$ cat config.mk
export PLATFORM = sky130hd
export DESIGN_NAME = sync_fifo_fwft
export DESIGN_NICKNAME = d
export VERILOG_FILES = /design/src/rtl/fifo_pkg.sv /design/src/rtl/sfifo_ram.sv /design/src/rtl/sync_fifo_fwft.sv
export SDC_FILE = /design/constraint.sdc
export NUM_CORES = 1
export LEC_CHECK = 0
export CAP_MARGIN = 20
export CORE_MARGIN = 3
export CORE_UTILIZATION = 30
export DETAILED_ROUTE_END_ITERATION = 7
export PLACE_DENSITY = 0.58
export SYNTH_ARGS = -nofsm -noshare
export SYNTH_HDL_FRONTEND = slang
export SYNTH_HIERARCHICAL = 1
export SYNTH_SLANG_ARGS = --single-unit
$ cat constraint.sdc
create_clock -name i_clk -period 4.3 [get_ports i_clk]
set_clock_uncertainty 0.2 [all_clocks]
set_input_delay 1.29 -clock i_clk [delete_from_list [all_inputs] [get_ports i_clk]]
set_output_delay 1.29 -clock i_clk [all_outputs]
set_load 0.05 [all_outputs]
$ cat src/rtl/fifo_pkg.sv
// Shared FIFO constants: read-mode selectors and a width helper
// used by both the single-clock and the dual-clock FIFOs.
package fifo_pkg;

  localparam int FIFO_STD  = 0;
  localparam int FIFO_FWFT = 1;

  // Smallest r with 2**r >= n; a count of 0..depth needs
  // fifo_clog2(depth + 1) bits.
  function automatic int fifo_clog2(input int n);
    int r;
    r = 0;
    for (int i = 0; i < 31; i++) begin
      if ((1 << i) < n) r = i + 1;
    end
    return r;
  endfunction

endpackage

$ cat src/rtl/sfifo_ram.sv
// Simple dual-port RAM: synchronous write, synchronous read, no reset.
// Ports: clk, wr_en/wr_addr/wr_data, rd_en/rd_addr, rd_data (held when idle).
module sfifo_ram
  import fifo_pkg::*;
#(
  parameter int DATA_SIZE = 8,
  parameter int ADDR_SIZE = 4
) (
  input  logic                 clk,
  input  logic                 wr_en,
  input  logic [ADDR_SIZE-1:0] wr_addr,
  input  logic [DATA_SIZE-1:0] wr_data,
  input  logic                 rd_en,
  input  logic [ADDR_SIZE-1:0] rd_addr,
  output logic [DATA_SIZE-1:0] rd_data
);

  logic [DATA_SIZE-1:0] mem [0:(1<<ADDR_SIZE)-1];

  always_ff @(posedge clk) begin
    if (wr_en) mem[wr_addr] <= wr_data;
    if (rd_en) rd_data <= mem[rd_addr];
  end

endmodule

$ cat src/rtl/sync_fifo_fwft.sv
// Single-clock FIFO with count, threshold flags, error pulses and
// optional first-word-fall-through read stage.
// Ports: i_clk, i_rst (sync, high); write i_wr_en/i_wr_data;
// read i_rd_en, o_rd_data, o_rd_valid; flags o_full, o_empty,
// o_almost_full, o_almost_empty, o_count; pulses o_overflow, o_underflow.
module sync_fifo_fwft
  import fifo_pkg::*;
#(
  parameter int DATA_SIZE     = 8,
  parameter int ADDR_SIZE     = 4,
  parameter int AFULL_THRESH  = 14,
  parameter int AEMPTY_THRESH = 2,
  parameter int FWFT          = 0
) (
  input  logic                 i_clk,
  input  logic                 i_rst,
  input  logic                 i_wr_en,
  input  logic [DATA_SIZE-1:0] i_wr_data,
  input  logic                 i_rd_en,
  output logic [DATA_SIZE-1:0] o_rd_data,
  output logic                 o_rd_valid,
  output logic                 o_full,
  output logic                 o_empty,
  output logic                 o_almost_full,
  output logic                 o_almost_empty,
  output logic [ADDR_SIZE:0]   o_count,
  output logic                 o_overflow,
  output logic                 o_underflow
);

  localparam int DEPTH = 1 << ADDR_SIZE;
  localparam int CW    = fifo_clog2(DEPTH + 1);
  localparam int PW    = ADDR_SIZE + 1;

  localparam logic [CW-1:0] DEPTH_C = CW'(DEPTH);
  localparam logic [CW-1:0] AF_C    = CW'(AFULL_THRESH);
  localparam logic [CW-1:0] AE_C    = CW'(AEMPTY_THRESH);

  logic [PW-1:0]        wr_ptr;
  logic [PW-1:0]        rd_ptr;
  logic [CW-1:0]        count;
  logic [CW-1:0]        count_nxt;
  logic                 wr_acc;
  logic                 rd_acc;
  logic                 ram_re;
  logic [DATA_SIZE-1:0] ram_q;
  logic [DATA_SIZE-1:0] hold;
  logic                 use_ram;

  assign wr_acc    = i_wr_en && !o_full;
  assign rd_acc    = i_rd_en && !o_empty;
  assign o_count   = count;
  // hold supplies the reset zero and, in FWFT, the bypassed word
  assign o_rd_data = use_ram ? ram_q : hold;

  always_comb begin
    count_nxt = count;
    unique case (1'b1)
      wr_acc && !rd_acc: count_nxt = count + CW'(1);
      rd_acc && !wr_acc: count_nxt = count - CW'(1);
      default: ;
    endcase
  end

  always_ff @(posedge i_clk) begin
    if (i_rst) begin
      wr_ptr         <= '0;
      count          <= '0;
      o_full         <= 1'b0;
      o_almost_full  <= 1'b0;
      o_almost_empty <= 1'b1;
      o_overflow     <= 1'b0;
      o_underflow    <= 1'b0;
    end else begin
      if (wr_acc) wr_ptr <= wr_ptr + PW'(1);
      count          <= count_nxt;
      o_full         <= (count_nxt == DEPTH_C);
      o_almost_full  <= (count_nxt >= AF_C);
      o_almost_empty <= (count_nxt <= AE_C);
      o_overflow     <= i_wr_en && o_full;
      o_underflow    <= i_rd_en && o_empty;
    end
  end

  sfifo_ram #(
    .DATA_SIZE(DATA_SIZE),
    .ADDR_SIZE(ADDR_SIZE)
  ) u_ram (
    .clk    (i_clk),
    .wr_en  (wr_acc && !i_rst),
    .wr_addr(wr_ptr[ADDR_SIZE-1:0]),
    .wr_data(i_wr_data),
    .rd_en  (ram_re),
    .rd_addr(rd_ptr[ADDR_SIZE-1:0]),
    .rd_data(ram_q)
  );

  if (FWFT == FIFO_FWFT) begin : g_fwft
    logic [PW-1:0] ram_cnt;
    logic          ram_has;
    logic          fetch;
    logic          bypass;

    // RAM q is the output register; o_empty tracks whether it holds
    // the head word, while count covers RAM plus that word.
    assign ram_cnt = wr_ptr - rd_ptr;
    assign ram_has = |ram_cnt;
    assign fetch   = (o_empty || rd_acc) && ram_has;
    // Popping the last word while a new one arrives: hand the write
    // straight to the output so streaming at count 1 has no bubble.
    assign bypass  = rd_acc && !ram_has && wr_acc;
    assign ram_re  = fetch && !i_rst;
    assign o_rd_valid = !o_empty;

    always_ff @(posedge i_clk) begin
      if (i_rst) begin
        rd_ptr  <= '0;
        o_empty <= 1'b1;
        use_ram <= 1'b0;
        hold    <= '0;
      end else begin
        if (fetch || bypass) rd_ptr <= rd_ptr + PW'(1);
        if (fetch) begin
          use_ram <= 1'b1;
          o_empty <= 1'b0;
        end else if (bypass) begin
          use_ram <= 1'b0;
          hold    <= i_wr_data;
          o_empty <= 1'b0;
        end else if (rd_acc) begin
          o_empty <= 1'b1;
        end
      end
    end
  end else begin : g_std
    assign ram_re = rd_acc && !i_rst;

    always_ff @(posedge i_clk) begin
      if (i_rst) begin
        rd_ptr     <= '0;
        o_empty    <= 1'b1;
        o_rd_valid <= 1'b0;
        use_ram    <= 1'b0;
        hold       <= '0;
      end else begin
        if (rd_acc) begin
          rd_ptr  <= rd_ptr + PW'(1);
          use_ram <= 1'b1;
        end
        o_rd_valid <= rd_acc;
        o_empty    <= (count_nxt == '0);
      end
    end
  end

endmodule

## Yosys cells after proc, flatten, opt, wreduce, memory -nomap -nowiden

Memories as Yosys holds them, arrays and structs flattened. A register that Yosys moved wholly into a read port is not among the register bits.
Cells that the tools add are included.

- Multiplexer cells: 4
- Reductions and logical operators: 14
- Add/subtract/negate cells: 4
- Equality and inequality tests: 1
- Order comparisons: 2

Operators by type and width:

| cell | number |
|---|---|
| $add A5 B1 Y5 const B | 3 |
| $pmux W5 S2 | 1 |
| $logic_and A1 B1 Y1 | 8 |
| $mux W8 | 1 |
| $eq A5 B5 Y1 const B | 1 |
| $ge A5 B4 Y1 const B | 1 |
| $le A5 B2 Y1 const B | 1 |
| $logic_not A1 Y1 | 5 |
| $logic_not A5 Y1 | 1 |
| $sub A5 B1 Y5 const B | 1 |
| $mux W1 | 2 |

- Logic and storage cells: 37
- Bits in writable memories: 128
- Register bits: 23
- Memories: 1
- Output and inout port bits: 20
- Bits of input ports: 12

Memory list:

| memory | words | bits a word | rd ports | clocked after Yosys merged registers in | write ports | RTL line | source |
|---|---|---|---|---|---|---|---|
| u_ram.mem | 16 | 8 | 1 | 1 | 1 | sfifo_ram.sv:18 | `logic [DATA_SIZE-1:0] mem [0:(1<<ADDR_SIZE)-1];` |

## Logic depth before layout (Yosys ltp)

Gate-level depths: netlist (run 1).

- Depth after elaboration: 6
- Depth in mapped cells: 11
- Depth with buffers taken out: 10

## Hierarchy

Netlist (run 1), hierarchy kept.

By module, submodules not included:

| module | seq. area each (µm²) | times used | cells an instance | area an instance (µm²) |
|---|---|---|---|---|
| sfifo_ram | 4083.9 | 1 | 229 | 5227.5 |
| sync_fifo_fwft | 420.4 | 1 | 116 | 1094.8 |

## Least setup slack after synthesis (run 1)

OpenSTA, ideal clock, no wires.

- Kind: in2reg
- Start point: in i_wr_en
- End point: reg o_almost_full
- Library setup time: 0.140 ns
- Buffers on the path: 1
- Stages: 11
- Path slack: 0.696 ns
- Arrival time: 3.264 ns
- Data required time: 3.960 ns
- Path through: nor2b_1 inv_1 ha_1 clkbuf_4 xor2_1 ha_1 mux2i_1 and3_1 o22ai_2 xor2_1 o32ai_1

- Word-level cells in the longest chain between the ends: 5
- Elaborated cells on any way between the ends: 6
- Classes of those cells: 1 x order compare; 1 x mux; 4 x reduce/logical

RTL lines:

| what | RTL line | source |
|---|---|---|
| start: declaration | sync_fifo_fwft.sv:17 | `input logic i_wr_en,` |
| $logic_and A1 B1 Y1 * | sync_fifo_fwft.sv:50 | `assign wr_acc = i_wr_en && !o_full;` |
| $logic_not A1 Y1 | sync_fifo_fwft.sv:60 | `rd_acc && !wr_acc: count_nxt = count - CW'(1);` |
| $logic_and A1 B1 Y1 | sync_fifo_fwft.sv:60 |  |
| $pmux W5 S2 * | sync_fifo_fwft.sv:58 | `unique case (1'b1)` |
| $ge A5 B4 Y1 * | sync_fifo_fwft.sv:78 | `o_almost_full <= (count_nxt >= AF_C);` |
| end signal: assignment | sync_fifo_fwft.sv:78 |  |
| end: declaration | sync_fifo_fwft.sv:24 | `output logic o_almost_full,` |

Mark *: on every way between the ends. The rest lies on a longest branch, timed or not.
A chain may end at the register's enable or synchronous reset.

## Worst setup path in the final report (run 1)

Ends and elaborated chain as after synthesis.

==> out/summary.md, run 1 <==
After detailed routing, the average wire length per cell comes to 18.4 um. The initial core utilization is 0.308, and the clock buffer count from CTS is 17. Warning count from the yosys run: 6. The total overflow left after global routing is 0. The count of buffers added on input and output ports is 31.

The run gives 0 as the number of maximum-capacitance violations. The design draws 4040 uW. After clock tree synthesis, the clock-pin slew on the worst setup and hold paths is 0.06 ns.

The tools report the proportion of power drawn by combinational gates as 0.171. The run gives 19400 um as the global-route wire length before repair. TritonCTS built the clock tree. The fill cell total of the finished layout was 1878; the area added between synthesis and finish was 20.1%.

The switching fraction of total power works out to 0.269. Share of the yosys chip area belonging to registers: 0.712. From bottom edge to top edge, the die measures 151 um. The number of antenna cells inserted is 0, and the maximum number of pins on one net before global-route repair is 36. Leaving out fill and tap cells, the most frequent cells in the layout are edfxtp_1 (136), clkdlybuf4s50_1 (31), nor2_1 (30), buf_4 (21), dfxtp_1 (19).

The floorplan core area came out at 20500 sq um. The number of nets in the layout came out at 416. The worst setup path is of the in2reg kind. The count of flip-flops with a built-in enable after synthesis is 136.

The largest fanout of any net on the critical path came out at 5. The fraction of final layout cells with drive strength greater than 1 is 0.192, and the sink count of the clock tree is 157. Final count of hold timing violations: 0.

The clock power share was 0.378; the number of top-level design ports was 32. Worst endpoint data arrival time: 3.72 ns. For the finished layout, the period the worst path requires is 3.64 ns. The worst voltage drop across the vdd grid was 0.202 mV; the synthesized flop and latch total was 157. The weighted congestion at the end of routability-driven global placement was 0.803; the quantity of gates resized following cts was 0. The run finished with clean final reports.

The signal on the critical path passes through clkdlybuf4s50_1 -> nor2b_1 -> inv_1 -> ha_1 -> xor2_1 -> ha_1 -> mux2i_1 -> and3_1 -> o22ai_2 -> xor2_1 -> o32ai_1. Summed over all failing endpoints, the final setup total negative slack is 0 ns. The number of slew-limit violations in the final report was 0; the post-layout instance area was 7590 sq um. After synthesis, the mean cell area works out to 18.3 sq um. The logs give 0 for the number of buffers inserted to repair setup after CTS and 4 for the first-pass iteration count of the detailed router.

In this run the cell area measured after placement is 6980 sq um. The number of nets handed over by synthesis was 362. Detailed routing inserted a total of 3247 vias. The run gives 0.275 GHz as the fmax. Post-synthesis instance area: 6320 sq um. The depth of the CTS H-tree was 4. Full die area: 22900 sq um. Data on the critical path is required at its endpoint by 4.38 ns.

The run gives 0.451 as the part of the total power dissipated in sequential elements. The leakage power of the design was 0.00248 uW; the design internal power was 2960 uW. The worst hold path belongs to the class reg2reg.

The routed via count divided by cell count came out at 4.76. The power density over the cells works out to 532 nW/um^2. Number of global-route vias before repair: 3353.

The post-route fraction of the period consumed by the critical path was 0.846. The actual transition at the worst max-transition pin was 0.933 ns; the total DRC errors in the routed layout was 0. In this run, post-CTS hold repair placed 0 buffers.

The run gives 0.117 as the global-route total usage across every layer. The slowest stage of the critical path is the clkdlybuf4s50_1 cell. The clock tree buffer depth is 2. The worst-case headroom to the max-slew limit was 0.378. Number of rows in the core area: 52.

The initial antenna violation count is 0. The chip width came out at 151 um. The kind of launch point of the worst setup path is an input port. In the synthesized netlist the dominant register cell turns out to be edfxtp_1. The post-synthesis cell type count is 47. In this run, the number of DRC markers left after iteration 0 of detailed routing was 220.

Longest individual stage delay on the worst path: 0.47 ns. Setup violations remaining at the end of the flow were counted as 0. In the synthesized netlist, the number of instances is 345. The cell at the root of the clock tree was clkbuf_16. The net switching power was 1090 uW; the total detailed-routing wirelength was 12500 um. The commonest non-fill, non-tap cell in the layout is edfxtp_1.

The worst setup path is captured at a flip-flop. Clock latency on the worst-skew pair, taken at its later pin, is 0.42 ns. The run gives 7870 um as the estimated wirelength of the detail-placed design.

The post-route antenna net violation count came out at 0. Setup repair after global routing left no endpoint under its margin. Proportion of register bits with asynchronous set or reset after synthesis: 0.
metrics by stage:
step / utilization / setup slack [ns] / cells / hold slack [ns]
global route: 0.370 / 0.467 / 682 / 0.307
global placement: 0.341 / 0.332 / 650 / 0.259
detailed placement: 0.341 / 0.195 / 650 / 0.252
CTS: 0.370 / 0.633 / 682 / 0.265
floorplan: - / 0.696 / 345 / 0.312
finish: 0.370 / 0.662 / 682 / 0.266
synthesized netlist by cell type, types with 5 or more instances:
master | instances | area share
xor2_1 | 7 | 0.0097
mux4_2 | 18 | 0.064
nor2_1 | 30 | 0.018
mux4_1 | 14 | 0.058
nand2_1 | 17 | 0.010
dfxtp_1 | 21 | 0.066
edfxtp_1 | 136 | 0.65
a22oi_1 | 16 | 0.019
buf_6 | 6 | 0.011
ha_1 | 5 | 0.0099
and2_1 | 9 | 0.0089
nor2b_1 | 7 | 0.0069
cells by family (layout without fill, tap and decap cells):
kind of cell             Yosys count  in the layout  synth area share
adder cells (fa/ha/maj)            5              5           0.00990
XOR/XNOR                          10             10            0.0139
AND/OR/NAND/NOR                   86             86            0.0697
AO/OA/AOI/OAI                     30             30            0.0396
buffers and inverters             21             88            0.0259
flip-flops                       157            157             0.712
multiplexers                      36             36             0.129
flip-flops by register name, summed over array words and instances (netlist names):
signal          flops
o_empty             1
o_almost_empty      1
o_full              1
o_count             5
o_almost_full       1
o_rd_valid          1
o_overflow          1
u_ram/mem         128
wr_ptr              4
rd_ptr              4
o_underflow         1
u_ram/rd_data       8
use_ram             1
power by group through the flow:
stage	clock, uW	combinational, uW	sequential, uW
final	1530	690	1820
after global routing	1620	739	1840
after CTS	1560	698	1830
after detailed placement	0	694	1860
after global placement	0	680	1860
after floorplan	0	479	1890
final timing paths:
path	start	endpoint	slack, ns	cells past startpoint
setup / recovery	i_wr_en	o_almost_full$_SDFF_PP0_	0.66	11
hold / removal	o_full$_SDFF_PP0_	o_overflow$_SDFF_PP0_	0.27	2
setup reg to reg	rd_ptr[0]$_SDFFE_PP0N_	u_ram/rd_data[2]$_DFFE_PP_	1.68	4
hold reg to reg	o_full$_SDFF_PP0_	o_overflow$_SDFF_PP0_	0.27	2
worst max-delay path: cells and delay by family:
kind                       cells  cell delay, ns
AOI/OAI and AO/OA              2            0.29
xor gates and xnor gates       2            0.54
adders and majority gates      2            0.48
buffers and inverters          2            0.58
muxes                          1            0.14
and+or+nand+nor                2            0.40
cell type report:
class | count | area [sq um] | area share
clock buffers | 18 | 429 | 0.0565
clock inverters | 14 | 180 | 0.0237
inverters | 4 | 15.0 | 0.00198
multi-input cells | 167 | 1650 | 0.218
flip-flops and latches | 157 | 4510 | 0.594
well taps | 270 | 338 | 0.0445
repair buffers | 52 | 468 | 0.0616
routing by layer:
| layer | vias to the layer above | routed length, um | track usage |
|---|---|---|---|
| li1 | 1480 | - | - |
| met1 | 1664 | 5370 | 0.145 |
| met2 | 89 | 6300 | 0.194 |
| met3 | 14 | 670 | 0.0356 |
| met4 | 0 | 180 | 0.0449 |
| met5 | - | 0 | 0 |
No activity file was read; power rests on OpenSTA's default activity.
==> run 2: changes to the inputs <==
- clock period: 4.3 -> 3.4 ns (I/O delays scaled with it)
==> out/summary.md, run 2 (synthesis results as in run 1) <==
The run finished with clean final reports. Pin placement for this block handled 32 I/O pins. The commonest non-fill, non-tap cell in the layout is edfxtp_1. The overall via count from detail_route is 3287, and the number of maximum-capacitance violations is 0. Counting flops per register, the top entry is u_ram/mem. The count of routing violations after the opening detailed-route iteration was 203; the post-layout instance area was 7770 sq um. The analysis attributes to net switching a power of 1350 uW.

In the layout the commonest cells are edfxtp_1 (136), buf_4 (37), clkdlybuf4s50_1 (31), nor2_1 (30), dfxtp_1 (20). The run gives 36 as the maximum number of pins on one net before global-route repair. Static timing analysis puts the maximum clock frequency at 0.310 GHz. The count of buffers added on input and output ports is 31.

The overall power of the completed layout is 5300 uW, and the remaining global-route overflow is 0. The largest single stage delay on the critical path is 0.47 ns. At the worst endpoint, the arrival time is 3.33 ns. By startpoint and endpoint, the worst setup path is classified as in2reg. The die is 151 um wide. After floorplanning, the core was divided into 52 placement rows.

Proportion of power drawn by combinational gates: 0.185. Setup repair after global routing left no endpoint under its margin. The clock power share was 0.386; the clock slew at the register clock pins of the worst setup and hold paths was 0.06 ns.

For this block, the routed nets add up to 12600 um of wire. After filler insertion, the fill cell instance count of the layout stands at 1894. The number of global-route vias before repair is 3393, and the insertion delay to the later sink of the worst-skew pair is 0.42 ns.

The final count of hold timing violations was 0. The clock tree buffer depth was 2; the part of the total power dissipated in sequential elements was 0.429. The design internal power was 3950 uW; the switching fraction of total power was 0.255. At the end of routability-driven placement, the weighted congestion stood at 0.770. TritonCTS built the clock tree. In this design, the largest share of critical-path delay is due to buffers and inverters. The first global-routing pass estimated 19600 um of wire. After floorplanning, the core was sized to cover 20500 sq um. The logs give 22900 sq um for the full die area and 0.308 for the initial core utilization.

Flip-flop count of the largest register after layout: 128. After detailed routing, the average wire length per cell comes to 18.0 um. Routed via count divided by cell count: 4.70.

The clock net in this run drives a total of 157 sinks. The logs give 4 for the first-pass iteration count of the detailed router and 0 for the cts-stage hold buffer count. The estimated wirelength of the detail-placed design came out at 8260 um. The worst-case IR drop observed on VDD is 0.310 mV. The H-tree was split into 4 levels. The kind of launch point of the worst setup path was an input port. The tightest min-delay check is of the reg2reg type. Relative to the synthesized area, the layout overhead comes to 23.0%.

The actual transition at the worst max-transition pin is 0.757 ns, and the power density over the cells is 681 nW/um^2. At the end of the flow, the number of nets in the layout was 433. The global-route total usage across every layer is 0.119, and the minimum clock period is 3.23 ns. Setup violations remaining at the end of the flow were counted as 0.

The tools report the total DRC errors in the routed layout as 0. The worst path buffer plus inverter count was 3. For the initial antenna violation count, the log shows 0. Clock tree synthesis inserted a total of 17 buffers. From bottom edge to top edge, the die measures 151 um. Post-route antenna net violation count: 0.

The worst setup path is captured at a flip-flop. The cell area after placement is 7120 sq um. Among all stages on the critical path, the largest delay is contributed by clkdlybuf4s50_1. The critical path goes through clkdlybuf4s50_1 -> nor2b_2 -> inv_1 -> ha_1 -> xor2_1 -> ha_2 -> mux2i_1 -> and3_1 -> o22ai_2 -> xor2_1 -> buf_4 -> a41o_1. The logs give 0.495 for the worst-case headroom to the max-slew limit and 0 for the number of slew-limit violations in the final report.

The cell sitting at the root of the clock tree is a clkbuf_16. The cell seen most often among critical-path stages was xor2_1. The number of antenna cells inserted was 0. The fraction of final layout cells with drive strength greater than 1 works out to 0.221. The post-layout utilization of the core is 0.379. For the leakage power of the design, the log shows 0.00258 uW. In this run the worst path has a maximum fanout of 5.

The post-route fraction of the period consumed by the critical path is 0.949. Data on the critical path is required at its endpoint by 3.50 ns.
run 2: cell types whose count changed in the layout (fill, tap and decap cells not counted), sizes merged:
cell      previous run  this run
inv                  9         7
buf                 21        38
clkinv               3         4
clkinvlp             3         1
bufinv               3         5
clkbuf              18        19
run 2: power by group through the flow:
stage                     clock network [uW]  logic (uW)  registers, uW
after detailed placement                   0         980           2310
after global routing                    2170        1050           2290
final                                   2040         979           2270
after CTS                               2090         985           2270
after global placement                     0         965           2310
after floorplan                            0         605           2390
run 2: area by class of cell:
type	instances	area [sq um]	share of cell area
well taps	270	338	0.0435
multi-input cells	167	1670	0.214
flip-flops and latches	157	4510	0.579
inverters	4	15.0	0.00193
clock inverters	13	209	0.0269
clock buffers	19	433	0.0557
repair buffers	69	608	0.0782
run 2: worst paths after layout:
path / from / slack [ns] / cells past startpoint / end
setup reg to reg: o_full$_SDFF_PP0_ / 0.95 / 11 / o_empty$_SDFF_PP1_
hold / removal: o_full$_SDFF_PP0_ / 0.27 / 2 / o_overflow$_SDFF_PP0_
hold reg to reg: o_full$_SDFF_PP0_ / 0.27 / 2 / o_overflow$_SDFF_PP0_
setup / recovery: i_wr_en / 0.17 / 12 / o_empty$_SDFF_PP1_
run 2: per-stage QoR:
step | hold slack, ns | TNS, ns | setup WS (ns) | std cells
2_1_floorplan | 0.312 | 0 | 0.0656 | 345
3_3_place_gp | 0.260 | -1.23 | -0.199 | 667
3_5_place_dp | 0.258 | -2.05 | -0.313 | 667
4_1_cts | 0.270 | 0 | 0.117 | 699
5_1_grt | 0.309 | 0 | 0.00262 | 699
6_report | 0.274 | 0 | 0.175 | 699
run 2: layer usage:
layer	vias up	share of wire	global-route usage
met5	-	0	0
met4	0	0.017	0.0476
met3	20	0.037	0.0296
met2	68	0.50	0.194
met1	1680	0.45	0.152
li1	1519	-	-
run 2: what timing repair did:
item                       4_1_cts  5_1_grt
setup endpoints to repair        0        4
buffers inserted                 0        0
gates resized for setup          0        3
run 2: worst register-to-register path, cell delays in order, from the launching register on:
cell and delay, ns:
dfxtp_1 0.33, nor2b_2 0.14, inv_1 0.07, ha_1 0.22, xor2_1 0.17, ha_2 0.23
mux2i_1 0.20, and3_1 0.18, o22ai_2 0.08, xor2_1 0.15, buf_4 0.16, a41o_1 0.23
==> run 3: changes to the inputs <==
- MAX_ROUTING_LAYER: unset -> met4
==> out/summary.md, run 3 (synthesis results as in run 1) <==
The commonest non-fill, non-tap cell in the layout was edfxtp_1. The min-delay analysis places its worst path in the category reg2reg. For the initial core utilization, the log shows 0.308. The tools report the cts-stage hold buffer count as 0.

Counting flops per register, the top entry is u_ram/mem. The run gives 0.194 as the met2 global-route usage. The critical path in this run is classified as in2reg.

The tools report the non-filler instance count after layout as 699. The critical path goes through clkdlybuf4s50_1 -> nor2b_2 -> inv_1 -> ha_1 -> xor2_1 -> ha_2 -> mux2i_1 -> and3_1 -> o22ai_2 -> xor2_1 -> buf_4 -> a41o_1. The total overflow left after global routing is 0. The clock tree buffer depth is 2, and the worst voltage drop across the vdd grid is 0.310 mV. The floorplan core area came out at 20500 sq um. The cell that appears most often on the critical path is xor2_1. After clock tree synthesis, the clock-pin slew on the worst setup and hold paths is 0.06 ns. The final count of hold timing violations was 0. Static timing analysis puts the maximum clock frequency at 0.310 GHz.

Setup TNS after final layout: 0 ns. The detailed router finished its first iteration with 226 violations. The number of clock buffers added by TritonCTS is 17. Summing over every cut layer, the via total after detailed routing is 3307.

The congestion estimate from routability-driven global placement came to 0.780. The post-placement setup slack is -0.313 ns, and the power density over the cells is 681 nW/um^2. Leaving out fill and tap cells, the most frequent cells in the layout are edfxtp_1 (136), buf_4 (37), clkdlybuf4s50_1 (31), nor2_1 (30), dfxtp_1 (20).

The fraction of final layout cells with drive strength greater than 1 is 0.221, and the overall power of the completed layout is 5300 uW. From synthesis to final layout, the design area changed by 23.0%. The tools report the capturing element of the worst setup path as o_empty$_SDFF_PP1_. The number of buffers inserted to repair setup after CTS is 0. The wire length per cell after detailed routing came out at 18.0 um.

The clock net in this run drives a total of 157 sinks. The tools report the part of the total power dissipated in sequential elements as 0.429. The worst-case headroom to the max-slew limit came out at 0.476. The number of global-route vias before repair came out at 3395. The number of top-level design ports is 32, and the initial antenna violation count is 0. STA classifies the critical path startpoint as an input port. The total placed cells including tap cells was 667; the met3 global-route usage was 0.0332. The global-route total usage across every layer was 0.122. Largest fanout of any net on the critical path: 5.

The origin of the worst setup path is i_wr_en. The chip height is 151 um. Number of antenna cells inserted: 0. The slowest stage of the critical path is the clkdlybuf4s50_1 cell. The critical register-to-register path startpoint was o_full$_SDFF_PP0_.

Once detail routing completed, the nets flagged for antenna violations numbered 0. For this run, design rule violations remaining after detail routing come to 0. The post-route fraction of the period consumed by the critical path was 0.948; the chip width was 151 um. The logs give 0.379 for the post-layout utilization of the core and 36 for the maximum number of pins on one net before global-route repair. The count of buffers added on input and output ports is 31. The setup check on the worst reg-to-reg path leaves a slack of 0.95 ns.

The cell sitting at the root of the clock tree is a clkbuf_16. Fill cells in the final layout number 1894. The run finished with clean final reports. The global routing usage on met1 came out at 0.153.

The busiest layer in global routing is met2. The full die area is 22900 sq um, and the flip-flop count of the largest register after layout is 128. The tools report the proportion of power drawn by combinational gates as 0.185. Once detailed placement completed, the half-perimeter wirelength came to 8260 um.

The clock power share came out at 0.386. The first global-routing pass estimated 19600 um of wire. Setup violations remaining at the end of the flow were counted as 0. The initialized floorplan defines 52 standard-cell rows.

The tools report the number of slew-limit violations in the final report as 0. The first-pass iteration count of the detailed router came out at 4. The worst register-to-register path ends at o_empty$_SDFF_PP1_. Setup repair after global routing left no endpoint under its margin.

The number of nets in the layout is 433, and the number of maximum-capacitance violations is 0. The routed via count divided by cell count is 4.73, and the design internal power is 3950 uW. The worst setup path is captured at a flip-flop.

The actual transition at the worst max-transition pin was 0.785 ns. The clock period could shrink to 3.22 ns. The worst endpoint data arrival time came out at 3.33 ns.

The worst register-to-register path has a depth of 11. TritonCTS built the clock tree. The switching fraction of total power was 0.255. The longest individual stage delay on the worst path came out at 0.47 ns. Across all setup checks in the final design, the least slack found is 0.177 ns.

The analysis attributes to cell leakage a power of 0.00258 uW. The logs give 1350 uW for the net switching power and 0.42 ns for the insertion delay to the later sink of the worst-skew pair. CTS built an H-tree with a depth of 4. The total detailed-routing wirelength came out at 12600 um. Data on the critical path is required at its endpoint by 3.50 ns.
-- run 3: cell counts in the layout (fill, tap and decap cells not counted) --
Identical to the previous run, type by type.
-- run 3: cell type report --
type	instances	area, sq um	area share
Clock buffer	19	433	0.0557
Clock inverter	13	209	0.0269
Inverter	4	15.0	0.00193
Multi-Input combinational cell	167	1670	0.214
Sequential cell	157	4510	0.579
Tap cell	270	338	0.0435
Timing Repair Buffer	69	608	0.0782
-- run 3: how the worst min path moves through the flow --
stage | from | cells after the start | end | slack (ns)
6_report | o_full$_SDFF_PP0_ | 2 | o_overflow$_SDFF_PP0_ | 0.27
5_1_grt | o_full$_SDFF_PP0_ | 2 | o_overflow$_SDFF_PP0_ | 0.31
4_1_cts | o_full$_SDFF_PP0_ | 2 | o_overflow$_SDFF_PP0_ | 0.27
3_5_place_dp | o_full$_SDFF_PP0_ | 2 | o_overflow$_SDFF_PP0_ | 0.26
3_3_place_gp | o_full$_SDFF_PP0_ | 2 | o_overflow$_SDFF_PP0_ | 0.26
2_1_floorplan | use_ram$_SDFFE_PP0N_ | 2 | use_ram$_SDFFE_PP0N_ | 0.31
-- run 3: stage by stage --
| step | hold slack (ns) | cell area [sq um] |
|---|---|---|
| after floorplan | 0.312 | 6320 |
| after global placement | 0.260 | 7120 |
| after detailed placement | 0.258 | 7120 |
| after CTS | 0.270 | 7760 |
| after global routing | 0.309 | 7770 |
| final | 0.274 | 7770 |
-- run 3: routing by layer --
metal / part of all wire / vias to the layer above
li1: - / 1521
met1: 0.45 / 1695
met2: 0.50 / 71
met3: 0.041 / 20
met4: 0.016 / 0
met5: 0 / -
-- run 3: critical path, delay by kind of cell --
| family | cells | cell delay [ns] |
|---|---|---|
| and+or+nand+nor | 2 | 0.34 |
| xor gates and xnor gates | 2 | 0.32 |
| adders and majority gates | 2 | 0.45 |
| buffers and inverters | 3 | 0.69 |
| muxes | 1 | 0.20 |
| AOI/OAI and AO/OA | 2 | 0.31 |
-- run 3: power by group through the flow --
stage               clock, uW  combinational [uW]  sequential, uW
floorplan                   0                 605            2390
global placement            0                 965            2310
detailed placement          0                 980            2310
CTS                      2090                 985            2270
global route             2170                1050            2290
finish                   2040                 981            2270
-- run 3: what timing repair did --
| action | in CTS | in global routing |
|---|---|---|
| gates resized for setup | 0 | 3 |
| setup endpoints to repair | 0 | 4 |
| endpoints found under the hold margin | 0 | 0 |
